[src/rtl/reu_dma_sequencer.sv]
// reu_dma_sequencer: REU register file plus byte-transfer sequencer; swap/verify built only when REU_SWAP_VERIFY_EN is defined
module reu_dma_sequencer #(
    parameter int          RAM_A_BITS   = 17,
    parameter logic [3:0]  VERSION      = 4'h8,
    parameter logic [23:0] DEF_RAM_ADDR = 24'hf80000
) (
    input  logic                  clk,
    input  logic                  reset_n,
    input  logic [7:0]            a,
    input  logic [7:0]            d_d,
    output logic [7:0]            d_q,
    input  logic                  read_strobe,
    input  logic                  write_strobe,
    input  logic                  ff00_strobe,
    output logic [15:0]           dma_a,
    output logic [7:0]            dma_d,
    input  logic [7:0]            dma_q,
    output logic                  dma_rw,
    output logic                  dma_req,
    input  logic                  dma_ack,
    output logic [RAM_A_BITS-1:0] ram_a,
    output logic [7:0]            ram_d,
    input  logic [7:0]            ram_q,
    output logic                  ram_we,
    output logic                  ram_req,
    input  logic                  ram_ack,
    output logic                  busy,
    output logic                  irq
);
    typedef enum logic [3:0] {IDLE, ARMED, C64_RD, RAM_RD, RAM_WR, C64_WR, COMPARE, STEP, DONE} state_t;
    state_t state, st_idle, st_arm;
    logic [15:0] c64_addr, c64_shadow, c64_next, tcnt, tcnt_shadow;
    logic [RAM_A_BITS-1:0] ram_addr, ram_shadow, ram_next;
    logic [23:0] ram_full, ram_wr;
    logic [7:0] lat_a, lat_b, rd_data;
    logic [3:0] idx;
    logic [1:0] ttype;
    logic execute, autoload, ff00, irq_enable, im_eob, im_fault, fix_c64, fix_ram, eob, fault, wr, pend;

    function automatic state_t first_of(input logic [1:0] t);
`ifdef REU_SWAP_VERIFY_EN
        return t == 2'd1 ? RAM_RD : C64_RD;
`else
        return t == 2'd1 ? RAM_RD : t == 2'd0 ? C64_RD : DONE;
`endif
    endfunction

    assign idx      = a[3:0];
    assign wr       = write_strobe && (state == IDLE || state == ARMED);
    assign pend     = (eob & im_eob) | (fault & im_fault);
    assign irq      = pend & irq_enable;
    assign busy     = state != IDLE;
    assign c64_next = fix_c64 ? c64_addr : c64_addr + 16'd1;
    assign ram_next = fix_ram ? ram_addr : ram_addr + RAM_A_BITS'(1);
    assign st_idle  = first_of(d_d[1:0]);
    assign st_arm   = first_of(ttype);

    // full 24-bit RAM address view and its byte-merged update for register writes
    always_comb begin
        ram_full = DEF_RAM_ADDR;
        ram_full[RAM_A_BITS-1:0] = ram_addr;
        ram_wr = ram_full;
        if (idx == 4'h4) ram_wr[7:0] = d_d;
        if (idx == 4'h5) ram_wr[15:8] = d_d;
        if (idx == 4'h6) ram_wr[23:16] = d_d;
    end

    // register read multiplexer
    always_comb begin
        case (idx)
            4'h0:    rd_data = {pend, eob, fault, 1'(RAM_A_BITS >= 19), VERSION};
            4'h1:    rd_data = {execute, 1'b0, autoload, ff00, 2'b00, ttype};
            4'h2:    rd_data = c64_addr[7:0];
            4'h3:    rd_data = c64_addr[15:8];
            4'h4:    rd_data = ram_full[7:0];
            4'h5:    rd_data = ram_full[15:8];
            4'h6:    rd_data = ram_full[23:16];
            4'h7:    rd_data = tcnt[7:0];
            4'h8:    rd_data = tcnt[15:8];
            4'h9:    rd_data = {irq_enable, im_eob, im_fault, 5'h1f};
            4'ha:    rd_data = {fix_c64, fix_ram, 6'h3f};
            default: rd_data = 8'hff;
        endcase
    end

    // registered CPU read data
    always_ff @(posedge clk or negedge reset_n)
        if (!reset_n) d_q <= 8'hff;
        else if (read_strobe) d_q <= rd_data;

    // register file and transfer sequencer; later flag sets override an earlier read-clear
    always_ff @(posedge clk or negedge reset_n) begin
        if (!reset_n) begin
            state <= IDLE;
            {execute, autoload, irq_enable, im_eob, im_fault, fix_c64, fix_ram, eob, fault} <= '0;
            ff00 <= 1'b1;
            ttype <= 2'd0;
            c64_addr <= '0;
            c64_shadow <= '0;
            ram_addr <= DEF_RAM_ADDR[RAM_A_BITS-1:0];
            ram_shadow <= DEF_RAM_ADDR[RAM_A_BITS-1:0];
            tcnt <= 16'hffff;
            tcnt_shadow <= 16'hffff;
            {lat_a, lat_b, dma_d, ram_d} <= '0;
            dma_a <= '0;
            ram_a <= '0;
            {dma_rw, dma_req, ram_we, ram_req} <= '0;
        end else begin
            if (read_strobe && idx == 4'h0) {eob, fault} <= 2'b00;
            if (wr)
                case (idx)
                    4'h1: {execute, autoload, ff00, ttype} <= {d_d[7], d_d[5], d_d[4], d_d[1:0]};
                    4'h2: {c64_addr[7:0], c64_shadow[7:0]} <= {d_d, d_d};
                    4'h3: {c64_addr[15:8], c64_shadow[15:8]} <= {d_d, d_d};
                    4'h4, 4'h5, 4'h6: {ram_addr, ram_shadow} <= {ram_wr[RAM_A_BITS-1:0], ram_wr[RAM_A_BITS-1:0]};
                    4'h7: {tcnt[7:0], tcnt_shadow[7:0]} <= {d_d, d_d};
                    4'h8: {tcnt[15:8], tcnt_shadow[15:8]} <= {d_d, d_d};
                    4'h9: {irq_enable, im_eob, im_fault} <= d_d[7:5];
                    4'ha: {fix_c64, fix_ram} <= d_d[7:6];
                    default: ;
                endcase
            case (state)
                IDLE:
                    if (wr && idx == 4'h1 && d_d[7]) begin
                        state <= d_d[4] ? st_idle : ARMED;
                        if (d_d[4] && st_idle == DONE) eob <= 1'b1;
                    end
                ARMED:
                    if (wr && idx == 4'h1 && !d_d[7]) state <= IDLE;
                    else if (ff00_strobe) begin
                        state <= st_arm;
                        if (st_arm == DONE) eob <= 1'b1;
                    end
                C64_RD:
                    if (!dma_req) {dma_req, dma_rw, dma_a} <= {1'b1, 1'b1, c64_addr};
                    else if (dma_ack) begin
                        dma_req <= 1'b0;
                        lat_a <= dma_q;
                        state <= ttype == 2'd0 ? RAM_WR : RAM_RD;
                    end
                RAM_RD:
                    if (!ram_req) {ram_req, ram_we, ram_a} <= {1'b1, 1'b0, ram_addr};
                    else if (ram_ack) begin
                        ram_req <= 1'b0;
                        lat_b <= ram_q;
                        state <= ttype == 2'd1 ? C64_WR : ttype == 2'd2 ? RAM_WR : COMPARE;
                    end
                RAM_WR:
                    if (!ram_req) {ram_req, ram_we, ram_a, ram_d} <= {1'b1, 1'b1, ram_addr, lat_a};
                    else if (ram_ack) begin
                        {ram_req, ram_we} <= 2'b00;
                        state <= ttype == 2'd2 ? C64_WR : STEP;
                    end
                C64_WR:
                    if (!dma_req) {dma_req, dma_rw, dma_a, dma_d} <= {1'b1, 1'b0, c64_addr, lat_b};
                    else if (dma_ack) begin
                        dma_req <= 1'b0;
                        state <= STEP;
                    end
`ifdef REU_SWAP_VERIFY_EN
                COMPARE:
                    if (lat_a != lat_b) begin
                        fault <= 1'b1;
                        if (tcnt == 16'd1) eob <= 1'b1;
                        c64_addr <= c64_next;
                        ram_addr <= ram_next;
                        state <= DONE;
                    end else state <= STEP;
`endif
                STEP: begin
                    c64_addr <= c64_next;
                    ram_addr <= ram_next;
                    if (tcnt == 16'd1) begin
                        eob <= 1'b1;
                        state <= DONE;
                    end else begin
                        tcnt <= tcnt - 16'd1;
                        state <= st_arm;
                    end
                end
                DONE: begin
                    execute <= 1'b0;
                    ff00 <= 1'b1;
                    if (autoload) {c64_addr, ram_addr, tcnt} <= {c64_shadow, ram_shadow, tcnt_shadow};
                    state <= IDLE;
                end
                default: state <= IDLE;
            endcase
        end
    end
endmodule

[config.mk]
export PLATFORM = sky130hd
export DESIGN_NAME = reu_dma_sequencer
export DESIGN_NICKNAME = d
export VERILOG_FILES = /design/src/rtl/reu_dma_sequencer.sv
export SDC_FILE = /design/constraint.sdc
export NUM_CORES = 1
export LEC_CHECK = 0
export ABC_AREA = 1
export CAP_MARGIN = 10
export CORE_MARGIN = 5
export CORE_UTILIZATION = 58
export DETAILED_ROUTE_END_ITERATION = 8
export DONT_BUFFER_PORTS = 1
export HOLD_SLACK_MARGIN = 0.15
export PLACE_DENSITY = 0.74
export REMOVE_ABC_BUFFERS = 1
export SYNTH_ARGS = -nofsm -noshare
export SYNTH_HDL_FRONTEND = slang
export SYNTH_SLANG_ARGS = --single-unit
[constraint.sdc]
create_clock -name clk -period 1.5 [get_ports clk]
set_input_delay 0.15 -clock clk [delete_from_list [all_inputs] [get_ports clk]]
set_output_delay 0.15 -clock clk [all_outputs]
set_load 0.005 [all_outputs]
Yosys cells after proc, flatten, opt, wreduce, memory -nomap -nowiden:

Cells that the tools add are included.

* bits in registers: 190
* bits of input ports: 39
* output and inout bits: 63
* logic and storage cells: 182

* add/subtract/negate cells: 3
* eq/ne operators: 39
* multiplexer cells: 68
* bitwise operators: 4
* reductions and logical operators: 38

Operators with widths (count)
* two-way mux 16 bit: 6
* one-hot mux 8 bit (11 select lines): 1
* two-way mux 17 bit: 4
* two-way mux 4 bit: 17
* one-hot mux 16 bit (2 select lines): 2
* two-way mux 8 bit: 6
* one-hot mux 17 bit (2 select lines): 1
* equality test 4 x 3 -> 1 bit (second input constant): 7
* one-hot mux 4 bit (7 select lines): 1
* != test 2 bit (second input constant): 13
* AND reduction 2 bit: 13
* equality test 4 bit (second input constant): 6
* two-way mux 1 bit: 23
* adder 17 x 1 -> 17 bit (second input constant): 1
* adder 16 x 1 -> 16 bit (second input constant): 1
* equality test 16 x 1 -> 1 bit (second input constant): 1
* equality test 4 x 2 -> 1 bit (second input constant): 4
* subtractor 16 x 1 -> 16 bit (second input constant): 1
* AND reduction 3 bit: 4
* AND reduction 10 bit: 1
* equality test 4 x 1 -> 1 bit (second input constant): 2
* zero test 4 bit: 2
* nonzero test 2 bit: 4
* logical AND 1 bit: 6
* other kinds (17): 25

Depth between registers and ports, before layout:

Gate-level depths: netlist of run 1.

* word-level depth: 8
* mapped depth: 11
* mapped depth without buffers: 11

Least setup slack after synthesis of run 1:

OpenSTA, ideal clock, no wires.

* path kind: register to register
* start point: reg state[3]
* end point: reg ram_addr[11]
* setup time: 113 ps
* arrival time: 1461 ps
* data required time: 1387 ps
* slack: -74 ps
* cell stages (with the launch flop): 10
* path buffers: 1
* clock period less this slack: 1574 ps
* cells stage by stage: dfrtp_1 -> nor2_4 -> nand3_4 -> inv_2 -> clkbuf_1 -> o211ai_1 -> nand3_1 -> nand3b_1 -> nand2_1 -> inv_1

* word-level cells in the longest chain between the ends: 6
* elaborated cells between the ends (all ways): 10
* classes of those cells: eq/ne (4); mux (3); reduce/logical (3)

Ends and longest elaborated chain
* start, declared: line 31 `state_t state, st_idle, st_arm;`
* start signal, assigned: line 125 `state <= d_d[4] ? st_idle : ARMED;`
* start signal, assigned: line 131 `state <= st_arm;`
* start signal, assigned: line 139 `state <= ttype == 2'd0 ? RAM_WR : RAM_RD;`
* equality test 4 x 1 -> 1 bit or zero test 4 bit (tied branches): line 49 `assign wr = write_strobe && (state == IDLE || state == ARMED);`
* logical OR 1 bit: line 49
* logical AND 1 bit: line 49
* two-way mux 17 bit: line 110 `if (wr)`
* two-way mux 17 bit: line 184 `if (autoload) {c64_addr, ram_addr, tcnt} <= {c64_shadow, ram_shadow, tcnt_shadow};`
* one-hot mux 17 bit (2 select lines): line 122 `case (state)`
* end signal, assigned: line 100 `ram_addr <= DEF_RAM_ADDR[RAM_A_BITS-1:0];`
* end signal, assigned: line 115 `4'h4, 4'h5, 4'h6: {ram_addr, ram_shadow} <= {ram_wr[RAM_A_BITS-1:0], ram_wr[RAM_A_BITS-1:0]};`
* end signal, assigned: line 184
* end, declared: line 33 `logic [RAM_A_BITS-1:0] ram_addr, ram_shadow, ram_next;`

Parallel ways exist; a longest one is shown, timed or not.
A chain may end at the register's enable or synchronous reset.

Worst setup path in the final report of run 1:

* start point: reg ram_addr[1]
* end point: reg ram_addr[10]

* word-level cells in the longest chain between the ends: 3

Ends and longest elaborated chain
* start signal, assigned: line 100
* start signal, assigned: line 115
* start signal, assigned: line 172 `ram_addr <= ram_next;`
* adder 17 x 1 -> 17 bit: line 54 `assign ram_next = fix_ram ? ram_addr : ram_addr + RAM_A_BITS'(1);`
* two-way mux 17 bit: line 54
* one-hot mux 17 bit (2 select lines): line 122

No other way between the ends. The select of a mux whose other input is x is not followed.

==> metrics.txt, run 1 <==
Crit path arrival time about 2.2 ns; Power, Total around 0.029 W; period utilization 1.22; Setup violations, final 135; first drt pass iteration count 8; part of the power in registers 0.343; Routability Congestion a little under 1; hold_ws -0.604 ns; Core Region approximately 18,000 µm²; slew margin rel. 0.453; RSZ-0062 raised after global routing yes; Async S/R FF share, synth 1.00; Clk network pwr share 0.168; Avg Inst Size Synth 7.40 µm²; Leak Pwr between 7 and 8 nW; Max VDD drop 0.00118 V; largest net degree at the start of global routing 191; Nets ~1,700; CTS clk-pin slew, worst paths 0.08 ns; Fin Setup TNS -21.75 ns; min-delay worst type in -> async; io pins 102; Worst-Skew Late Latency 0.45 ns; first-pass GRT wire length ~55 mm; Site Rows 49; final hold vios between 200 and 250; dominant cell type by area after synthesis dfrtp_1; worst setup margin -0.324 ns; max-slew violation count 0; Worst EP required ~1.9 ns; vias in the first global route just over 10,000; Layout Skew between 0.009 and 0.01 ns; utilization after layout 0.814; GRT Total Usage 0.321; die area between 20,000 and 25,000 µm²; outcome complete, but fails checks; Detailed Route Iter0 Violations 1,302; GRT overflow 0; Initial Util 0.588; layout cells sized above 1 0.313; CP Class reg -> reg; DRC violations left 0; die height about 140 µm; H-tree levels 4; DR vias between 10,000 and 15,000; Setup crit start kind flop; fmax between 0.5 and 0.6 GHz; CTS Buffer Depth 2; power per cell area about 2000 nW/µm²; combinational group share of total power 0.489; max_cap viols 0; Die Wd around 140 µm; most frequent cells after synthesis 315 x nand2_1, 189 x inv_1, 173 x o21ai_0, 149 x dfrtp_1, 145 x nor2_1; Root Driver clkbuf_16; Synth Register Bits 190; mapped cell area around 11,000 µm²; Area Growth Syn to Fin 38.4%; Num CTS Buffers 17; initial antenna violation count 1; Seq/Total Area, Yosys 0.455; Final min period about 1.8 ns; # port buffers 0; # fillers 1,077; synth top area cells dfrtp_1 35%, nand2_1 11%, dfstp_2 10%, o21ai_0 8.2%, inv_1 6.7%; Syn Inst Count between 1,000 and 1,500; post-DP HPWL approximately 22 mm; CTS tree yes; CP max FO 3; Cell variety after synth 42; Sw Ratio 0.442; Routed WL ~39 mm; P_int 0.0160 W; clk sinks 190; Synth Flop Type dfrtp_1; Post-synth EDFFs 0; post-route antenna net violation count 0; share of the synthesized area in the top cell type 0.353; Via density between 6 and 7; failing checks hold timing, setup timing; Yosys warning count 0; drt wl/cell roughly 21 µm; Setup WS pre-CTS -0.240 ns; most common cell in the netlist nand2_1; nature of the critical path endpoint flop; Psw between 0.01 and 0.015 W; Worst Tran Pin Value 0.818 ns
sequential cells by signal, indices dropped and copies added (netlist names), 2 cells and up:
name	count
dma_d	8
lat_a	8
ram_addr	17
ttype	2
c64_shadow	16
lat_b	8
tcnt	16
ram_d	8
ram_shadow	17
dma_a	16
c64_addr	16
d_q	8
state	4
ram_a	17
tcnt_shadow	16
power by group through the flow:
| stage | Sequential, W | Clock [W] | Combinational [W] |
|---|---|---|---|
| floorplan | 0.00922 | 0 | 0.00634 |
| global placement | 0.00955 | 0 | 0.00990 |
| detailed placement | 0.00960 | 0 | 0.0102 |
| CTS | 0.00958 | 0.00481 | 0.0114 |
| global route | 0.0101 | 0.00506 | 0.0152 |
| finish | 0.00985 | 0.00483 | 0.0141 |
routing by layer:
metal  track usage  wire length (µm)
met1         0.417             13900
met2         0.511             18300
met3        0.0786              4120
met4         0.148              2700
met5             0                 0
worst max-delay path, cell delays in order (launching register included):
cell and delay [ns]:
dfrtp_1 0.40, ha_2 0.24, nand2_2 0.09, buf_4 0.16, inv_1 0.10, nand3_1 0.08
nor2_1 0.29, nand2_1 0.09, nand3_1 0.09, nand3b_1 0.08, nand2_1 0.06, inv_1 0.04
cells in the final DEF, fill, tap and decap left out, types with 5 or more instances in the layout:
cell	count
dfstp_2	41
nor2_2	14
nand3_4	7
o21ai_1	69
buf_8	5
nor2_1	120
buf_12	18
o21ai_2	52
nand3b_1	10
clkinv_8	6
dlygate4sd3_1	33
xor2_1	8
nor3_1	15
clkbuf_16	23
nand2_1	244
buf_4	114
nor2_4	26
a21oi_2	8
nand4_1	15
nand2_2	45
a21oi_1	52
o22ai_1	21
inv_1	183
o21ai_0	96
nand3_2	16
o211ai_1	14
nand2_4	31
inv_8	7
o21bai_1	6
o21ai_4	6
nand3_1	70
buf_6	39
dfrtp_1	145
inv_2	13
final cells by class:
type | instances | area, µm² | share of cell area
timing repair inverter | 1 | 11.3 | 0.000770
antenna | 2 | 5.00 | 0.000342
timing repair buffer | 219 | 2290 | 0.157
clock inverter | 15 | 205 | 0.0140
inverter | 203 | 790 | 0.0540
multi-input combinational | 986 | 5800 | 0.396
sequential | 190 | 4810 | 0.329
clock buffer | 17 | 425 | 0.0291
tap | 229 | 287 | 0.0196
cell families (layout without fill, tap and decap cells):
| family | after synthesis | count (layout) | share of synthesized area |
|---|---|---|---|
| DFF | 190 | 190 | 0.455 |
| adders and majority gates | 7 | 7 | 0.00829 |
| xor gates and xnor gates | 9 | 9 | 0.00746 |
| and+or+nand+nor | 625 | 625 | 0.259 |
| buffers and inverters | 252 | 455 | 0.0946 |
| AOI/OAI and AO/OA | 345 | 345 | 0.176 |
| other | 0 | 2 | 0 |
repair_timing:
| action | 4_1_cts | 5_1_grt |
|---|---|---|
| resized for setup | 94 | 338 |
| endpoints found under the setup margin | 129 | 182 |
| endpoints found under the hold margin | 326 | 259 |
| buffers inserted | 14 | 26 |
| gates cloned | 5 | 12 |
| pin swaps | 29 | 79 |
| hold buffers | 32 | 3 |
metrics by stage:
step	instances	cell area (µm²)
final	1862	14600
after global routing	1862	14600
after CTS	1824	13300
after detailed placement	1741	11800
after global placement	1741	11800
after floorplan	1379	10300
final timing paths:
check                                   to  slack [ns]            from  cells after the start
max                           ram_addr[10]       -0.32     ram_addr[1]                     11
min                               dma_a[1]       -0.60         reset_n                      0
max reg2reg                   ram_addr[10]       -0.32     ram_addr[1]                     11
min reg2reg                 tcnt_shadow[5]        0.48  tcnt_shadow[5]                      2
max in group asynchronous   tcnt_shadow[2]        1.82         reset_n                      0
min in group clk           tcnt_shadow[15]       -0.19          d_d[7]                      2
Power figures use the tool's default switching activity.
==> run 2: changes to the inputs <==
CORE_UTILIZATION = 60   (was 58)
clock period = 1.9 ns   (was 1.5 ns; I/O delays follow)
==> run 2 against run 1 <==
The flow finishes with violations (hold timing). Worst setup slack improved by 0.39 ns. Utilization decreased by 12 points. Via count decreased by 14%. Largest cell class is now sequential cells. Largest power group is now sequential cells.
==> metrics.txt, run 2 (synthesis results as in run 1) <==
outcome complete, but fails checks; failing checks hold timing; Root Driver clkbuf_16; initial antenna violation count 0 (-1); Worst Tran Pin Value 0.793 ns (-0.0248 ns); Area Growth Syn to Fin 13.9%; Setup violations, final 0 (-100%); commonest non-fill, non-tap cell in the layout nand2_1; Leak Pwr 5.82 nW (-17%); CP Class in -> reg; Nets 1,527 (-8.2%); CTS clk-pin slew, worst paths 0.08 ns (about the same); Core Region 17,300 µm² (-3.7%); final hold vios 190 (-13%); CP max FO 9 (+6); Cell Area, Placed 10,900 µm² (-6.9%); Die Wd 143 µm (-1.6%); P_int 0.0106 W (-34%); Crit path arrival time 2.22 ns (+0.05 ns); min-delay worst type in -> async; Max VDD drop 0.000837 V (-29%); Via density 5.78 (-6.3%); drt wl/cell 18.1 µm (-14%); Worst-Skew Late Latency 0.45 ns (about the same); Design Area, Final 12,000 µm² (-18%); nature of the critical path endpoint flop; Detailed Route Iter0 Violations 1,145 (-12%); RSZ-0062 raised after global routing yes; Initial Util 0.611 (+0.0227); Sw Ratio 0.432 (-0.00996); max-slew violation count 0 (unchanged); clk sinks 190 (unchanged); post-DP HPWL 20.7 mm (-6.7%); GRT overflow 0 (unchanged); Routed WL 31.1 mm (-20%); most frequent cells in the layout 314 x nand2_1, 188 x inv_1, 173 x o21ai_0, 148 x dfrtp_1, 145 x nor2_1; fmax around 0.54 GHz; DP Cell Count 1,641 (-5.7%); Clk network pwr share 0.195 (+0.027); Routability Congestion 0.959 (-0.75%); Layout Skew 0.0121 ns (+0.00308 ns); slew margin rel. 0.470 (+0.0166); Site Rows 48 (-2.0%); Psw 0.00807 W (-36%); max_cap viols 0 (unchanged); CTS Buffer Depth 2 (unchanged); Num CTS Buffers 17 (unchanged); Setup crit start kind input port; CTS tree yes; post-route antenna net violation count 0 (unchanged); multi-input logic area 4790 µm² (-17%); DRC violations left 0 (unchanged); largest net degree at the start of global routing 191 (unchanged); # fillers 1,417 (+32%); die area 20,400 µm² (-3.1%); power per cell area 1550 nW/µm² (-21%); combinational group share of total power 0.394 (-0.095); register area 4810 µm² (about the same); H-tree levels 4 (unchanged); first drt pass iteration count 6 (-2); Non-Filler Instances 1,719 (-7.7%); vias in the first global route 9,357 (-9.6%); first-pass GRT wire length 49.5 mm (-10%); layout cells sized above 1 0.114 (-0.199); part of the power in registers 0.411 (+0.068); Worst EP required 2.28 ns (+0.43 ns); number of diodes 0 (-2); period utilization 0.967; DR vias 9,941 (-14%); hold_ws -0.553 ns (+0.0513 ns); # port buffers 0 (unchanged); Top Registers ram_a x17, ram_addr x17, ram_shadow x17; Final min period 1.84 ns; die height 143 µm (-1.6%); GRT Total Usage 0.308 (-0.0128); io pins 102 (unchanged)
==> run 2: cell type report <==
| class | count | area share |
|---|---|---|
| Clock inverter | 15 | 0.0156 |
| Sequential cell | 190 | 0.399 |
| Multi-Input combinational cell | 987 | 0.398 |
| Tap cell | 225 | 0.0234 |
| Clock buffer | 17 | 0.0353 |
| Timing Repair Buffer | 82 | 0.0648 |
| Inverter | 203 | 0.0635 |
==> run 2: path summary, 6_finish.rpt <==
| kind | startpoint | endpoint | depth (start not counted) | slack, ns |
|---|---|---|---|---|
| hold / removal | reset_n | lat_b[2] | 0 | -0.55 |
| hold reg to reg | tcnt_shadow[7] | tcnt_shadow[7] | 2 | 0.47 |
| setup reg to reg | state[3] | c64_shadow[10] | 6 | 0.07 |
| min in group clk | write_strobe | c64_shadow[2] | 3 | 0.01 |
| setup / recovery | a[3] | ttype[0] | 7 | 0.06 |
| max in group asynchronous | reset_n | d_q[2] | 0 | 2.19 |
==> run 2: routing by layer <==
metal | track usage | routed length [µm]
met1 | 0.424 | 12800
met2 | 0.484 | 14600
met3 | 0.0673 | 2710
met4 | 0.115 | 1000
met5 | 0 | 0
==> run 2: what timing repair did <==
item / CTS / global route
buffers inserted: 0 / 11
endpoints found under the hold margin: 314 / 196
setup endpoints to repair: 0 / 51
resized for setup: 0 / 8
hold buffers: 32 / 2
==> run 2: critical path: stages <==
cell           delay [ns]
dlygate4sd3_1        0.64
nor2_4               0.28
nand2_2              0.19
nor2_8               0.19
nand2_1              0.08
o21ai_0              0.09
dlygate4sd3_1        0.56
==> run 2: power groups by stage <==
stage	clock network [W]	registers, W	logic (W)
2_1_floorplan	0	0.00728	0.00500
3_3_place_gp	0	0.00765	0.00669
3_5_place_dp	0	0.00769	0.00688
4_1_cts	0.00371	0.00765	0.00704
5_1_grt	0.00392	0.00791	0.00832
6_report	0.00365	0.00768	0.00736
==> run 2: stage by stage <==
step,setup TNS [ns],util,hold WS [ns],worst slack (ns),total power (W)
floorplan,-0.761,-,-0.106,-0.0538,0.0123
global placement,0,0.633,-0.0954,0.0747,0.0143
detailed placement,0,0.633,-0.0940,0.0199,0.0146
CTS,0,0.687,-0.568,0.00163,0.0184
global route,-0.0520,0.696,-0.595,-0.0126,0.0202
finish,0,0.696,-0.553,0.0635,0.0187
==> run 3: changes to the inputs <==
--- a/config.mk
+++ b/config.mk
@@ -7,3 +7,2 @@
 export LEC_CHECK = 0
-export ABC_AREA = 1
 export CAP_MARGIN = 10
@@ -14,3 +13,3 @@
 export HOLD_SLACK_MARGIN = 0.15
-export PLACE_DENSITY = 0.74
+export PLACE_DENSITY = 0.76
 export REMOVE_ABC_BUFFERS = 1
--- a/constraint.sdc
+++ b/constraint.sdc
@@ -3,2 +3,2 @@
 set_output_delay 0.19 -clock clk [all_outputs]
-set_load 0.005 [all_outputs]
+set_load 0.1 [all_outputs]
==> run 3 against run 2 <==
The run ends with hold timing, setup timing left. Clock power is 5% lower. Sequential cell count stayed put. Area after synthesis is 0.59% lower. Critical path depth is 1 lower. Routed wire length is 13% higher. Cell area is 12% higher. First-iteration DRC count is 14% higher. Sequential power is 0.7% higher. Largest power group is now combinational logic.
==> metrics.txt, run 3 <==
RSZ-0062 raised after global routing yes; synth top area cells dfrtp_1 36%, dfstp_2 10%, mux2_2 9.5%, nand2_1 4.9%, o21ai_0 3.6%; Setup WS pre-CTS -0.149 ns (-0.169 ns); Yosys warning count 0 (unchanged); Post-synth EDFFs 0 (unchanged); nature of the critical path endpoint flop; Syn Inst Count 1,069 (-25%); Synth Register Bits 190 (unchanged); Max VDD drop 0.00122 V (+45%); Initial Util 0.609 (-0.00150); multi-input logic area 5660 µm² (+18%); most frequent cells after synthesis 149 x dfrtp_1, 138 x nand2_1, 89 x mux2_2, 76 x o21ai_0, 67 x nor2_1; Detailed Route Iter0 Violations 1,309 (+14%); max_cap viols 0 (unchanged); first-pass GRT wire length 52.6 mm (+6.5%); # fillers 1,010 (-29%); Power, Total 0.0219 W (+17%); slew margin rel. 0.361 (-0.109); most frequent cells in the layout 155 x buf_4, 145 x dfrtp_1, 129 x nand2_1, 71 x mux2_2, 65 x nor2_1; CP Class reg -> reg; register area 4810 µm² (about the same); Area Growth Syn to Fin 28.9%; worst setup margin -0.121 ns (-0.185 ns); simple-gate share of the synthesized area 0.166 (-0.0928); largest family of logic cells by synthesized area compound AO/OA/AOI/OAI gates; Top Registers ram_a x17, ram_addr x17, ram_shadow x17; initial antenna violation count 0 (unchanged); first drt pass iteration count 6 (unchanged); vias in the first global route 9,731 (+4.0%); share of the synthesized area in the top cell type 0.355 (+0.00210); io pins 102 (unchanged); CTS Buffer Depth 2 (unchanged); min-delay worst type in -> async; Reg-to-Reg Start state[1]; Via density 6.77 (+17%); mapped cell area 10,500 µm² (-0.59%); Routed WL 35.0 mm (+13%); Nets 1,284 (-16%); Cell variety after synth 77 (+83%); Core Region 17,200 µm² (-0.35%); failing checks hold timing, setup timing; XOR/XNOR share of the synthesized area 0.0175 (+0.0101); post-synthesis mux area share 0.129 (+0.129); # port buffers 0 (unchanged); Seq/Total Area, Yosys 0.458 (+0.00271); Worst Tran Pin Value 0.956 ns (+0.163 ns); commonest non-fill, non-tap cell in the layout buf_4; fmax 0.495 GHz (-9.1%); worst reg2reg endpoint tcnt[0]; Num CTS Buffers 17 (unchanged); post-route antenna net violation count 0 (unchanged); largest net degree at the start of global routing 191 (unchanged); DRC violations left 0 (unchanged); CTS Hold Bufs 35 (+9.4%); complex-gate fraction of the synthesized area 0.183 (+0.00772); synthesized-area fraction occupied by adder cells 0.00834 (+0.0000494); Worst-Skew Late Latency 0.45 ns (about the same); CTS tree yes; Site Rows 48 (unchanged); number of diodes 0 (unchanged); final hold vios 190 (unchanged); hold_ws -0.568 ns (-0.0153 ns); post-DP HPWL 21.3 mm (+2.9%); Fin Setup TNS -3.44 ns (-3.44 ns); max-slew violation count 0 (unchanged); dominant cell type by area after synthesis dfrtp_1; Setup violations, final 62 (+62); Worst R2R Setup Slack -0.12 ns (-0.19 ns); CP max FO 5 (-4); Crit path arrival time 2.40 ns (+0.18 ns); layout cells sized above 1 0.349 (+0.235); die height 142 µm (-0.28%); Root Driver clkbuf_16; outcome complete, but fails checks; clk sinks 190 (unchanged); Die Wd 142 µm (-0.28%); Avg Inst Size Synth 9.82 µm² (+33%); GRT Total Usage 0.332 (+0.0236); Reg2Reg Depth 6 (unchanged); GRT overflow 0 (unchanged); Setup crit start kind flop; Async S/R FF share, synth 1.00 (unchanged); Leak Pwr 5.85 nW (+0.48%); DR vias 9,988 (+0.47%); drt wl/cell 23.7 µm (+31%); utilization after layout 0.785 (+0.0896); Synth Flop Type dfrtp_1; Routability Congestion 0.966 (+0.80%); die area 20,200 µm² (-0.55%); power per cell area 1620 nW/µm² (+4.3%); Layout Skew 0.0106 ns (-0.00149 ns); most common cell in the netlist dfrtp_1; Worst EP required 2.27 ns (about the same); period utilization 1.06 (+0.0972); H-tree levels 4 (unchanged); CTS clk-pin slew, worst paths 0.08 ns (about the same); Final min period 2.02 ns (+0.185 ns)
[run 3: kinds of logic after synthesis]
group / Yosys count
compound gates: 283
xor+xnor: 21
fa+ha+maj: 7
buf+inv: 96
flops: 190
mux: 124
simple gates: 348
[run 3: metal layers]
metal / up-vias / track usage / part of all wire
met3: 181 / 0.0880 / 0.12
met1: 4838 / 0.442 / 0.37
met5: - / 0 / 0
li1: 4272 / - / -
met2: 697 / 0.518 / 0.45
met4: 0 / 0.143 / 0.058
[run 3: worst max path at each step]
stage | from | end | slack, ns | cells after the start
6_report | state[1] | tcnt[0] | -0.12 | 6
2_1_floorplan | state[3] | ram_addr[0] | -1.03 | 4
4_1_cts | state[1] | tcnt_shadow[3] | -0.09 | 5
3_3_place_gp | state[3] | c64_addr[15] | -0.1 | 7
3_5_place_dp | state[3] | c64_addr[15] | -0.15 | 7
5_1_grt | state[0] | c64_addr[9] | -0.17 | 8
[run 3: power by group]
| group | leakage [nW] | total [W] | internal (W) | switching (W) |
|---|---|---|---|---|
| sequential | 2.32 | 0.00773 | 0.00599 | 0.00174 |
| clock | 0.268 | 0.00347 | 0.00173 | 0.00175 |
| combinational | 3.27 | 0.0107 | 0.00406 | 0.00666 |
| total | 5.85 | 0.0219 | 0.0118 | 0.0101 |
[run 3: metrics by stage]
stage | std cells | cell area [µm²]
finish | 1476 | 13500
global route | 1476 | 13500
CTS | 1463 | 13100
detailed placement | 1384 | 11800
global placement | 1384 | 11800
floorplan | 986 | 10100
[run 3: repair_timing]
| item | in CTS | in global routing |
|---|---|---|
| endpoints found under the setup margin | 97 | 110 |
| pin swaps | 7 | 32 |
| endpoints found under the hold margin | 315 | 190 |
| resized for setup | 55 | 95 |
| setup buffers | 10 | 11 |
| gates cloned | 2 | 3 |
[run 3: critical path: stages, from the launching register on]
cell and delay (ns):
dfrtp_2 0.42, buf_6 0.14, or4b_4 0.54, nor3_4 0.27, mux2i_1 0.24, a211oi_1 0.07
a221o_1 0.27
[run 3: area by class of cell]
type / instances / share of cell area
clock inverter: 14 / 0.00915
timing repair buffer: 233 / 0.161
multi-input combinational: 783 / 0.418
tap: 225 / 0.0208
sequential: 190 / 0.355
clock buffer: 18 / 0.0317
inverter: 13 / 0.00360
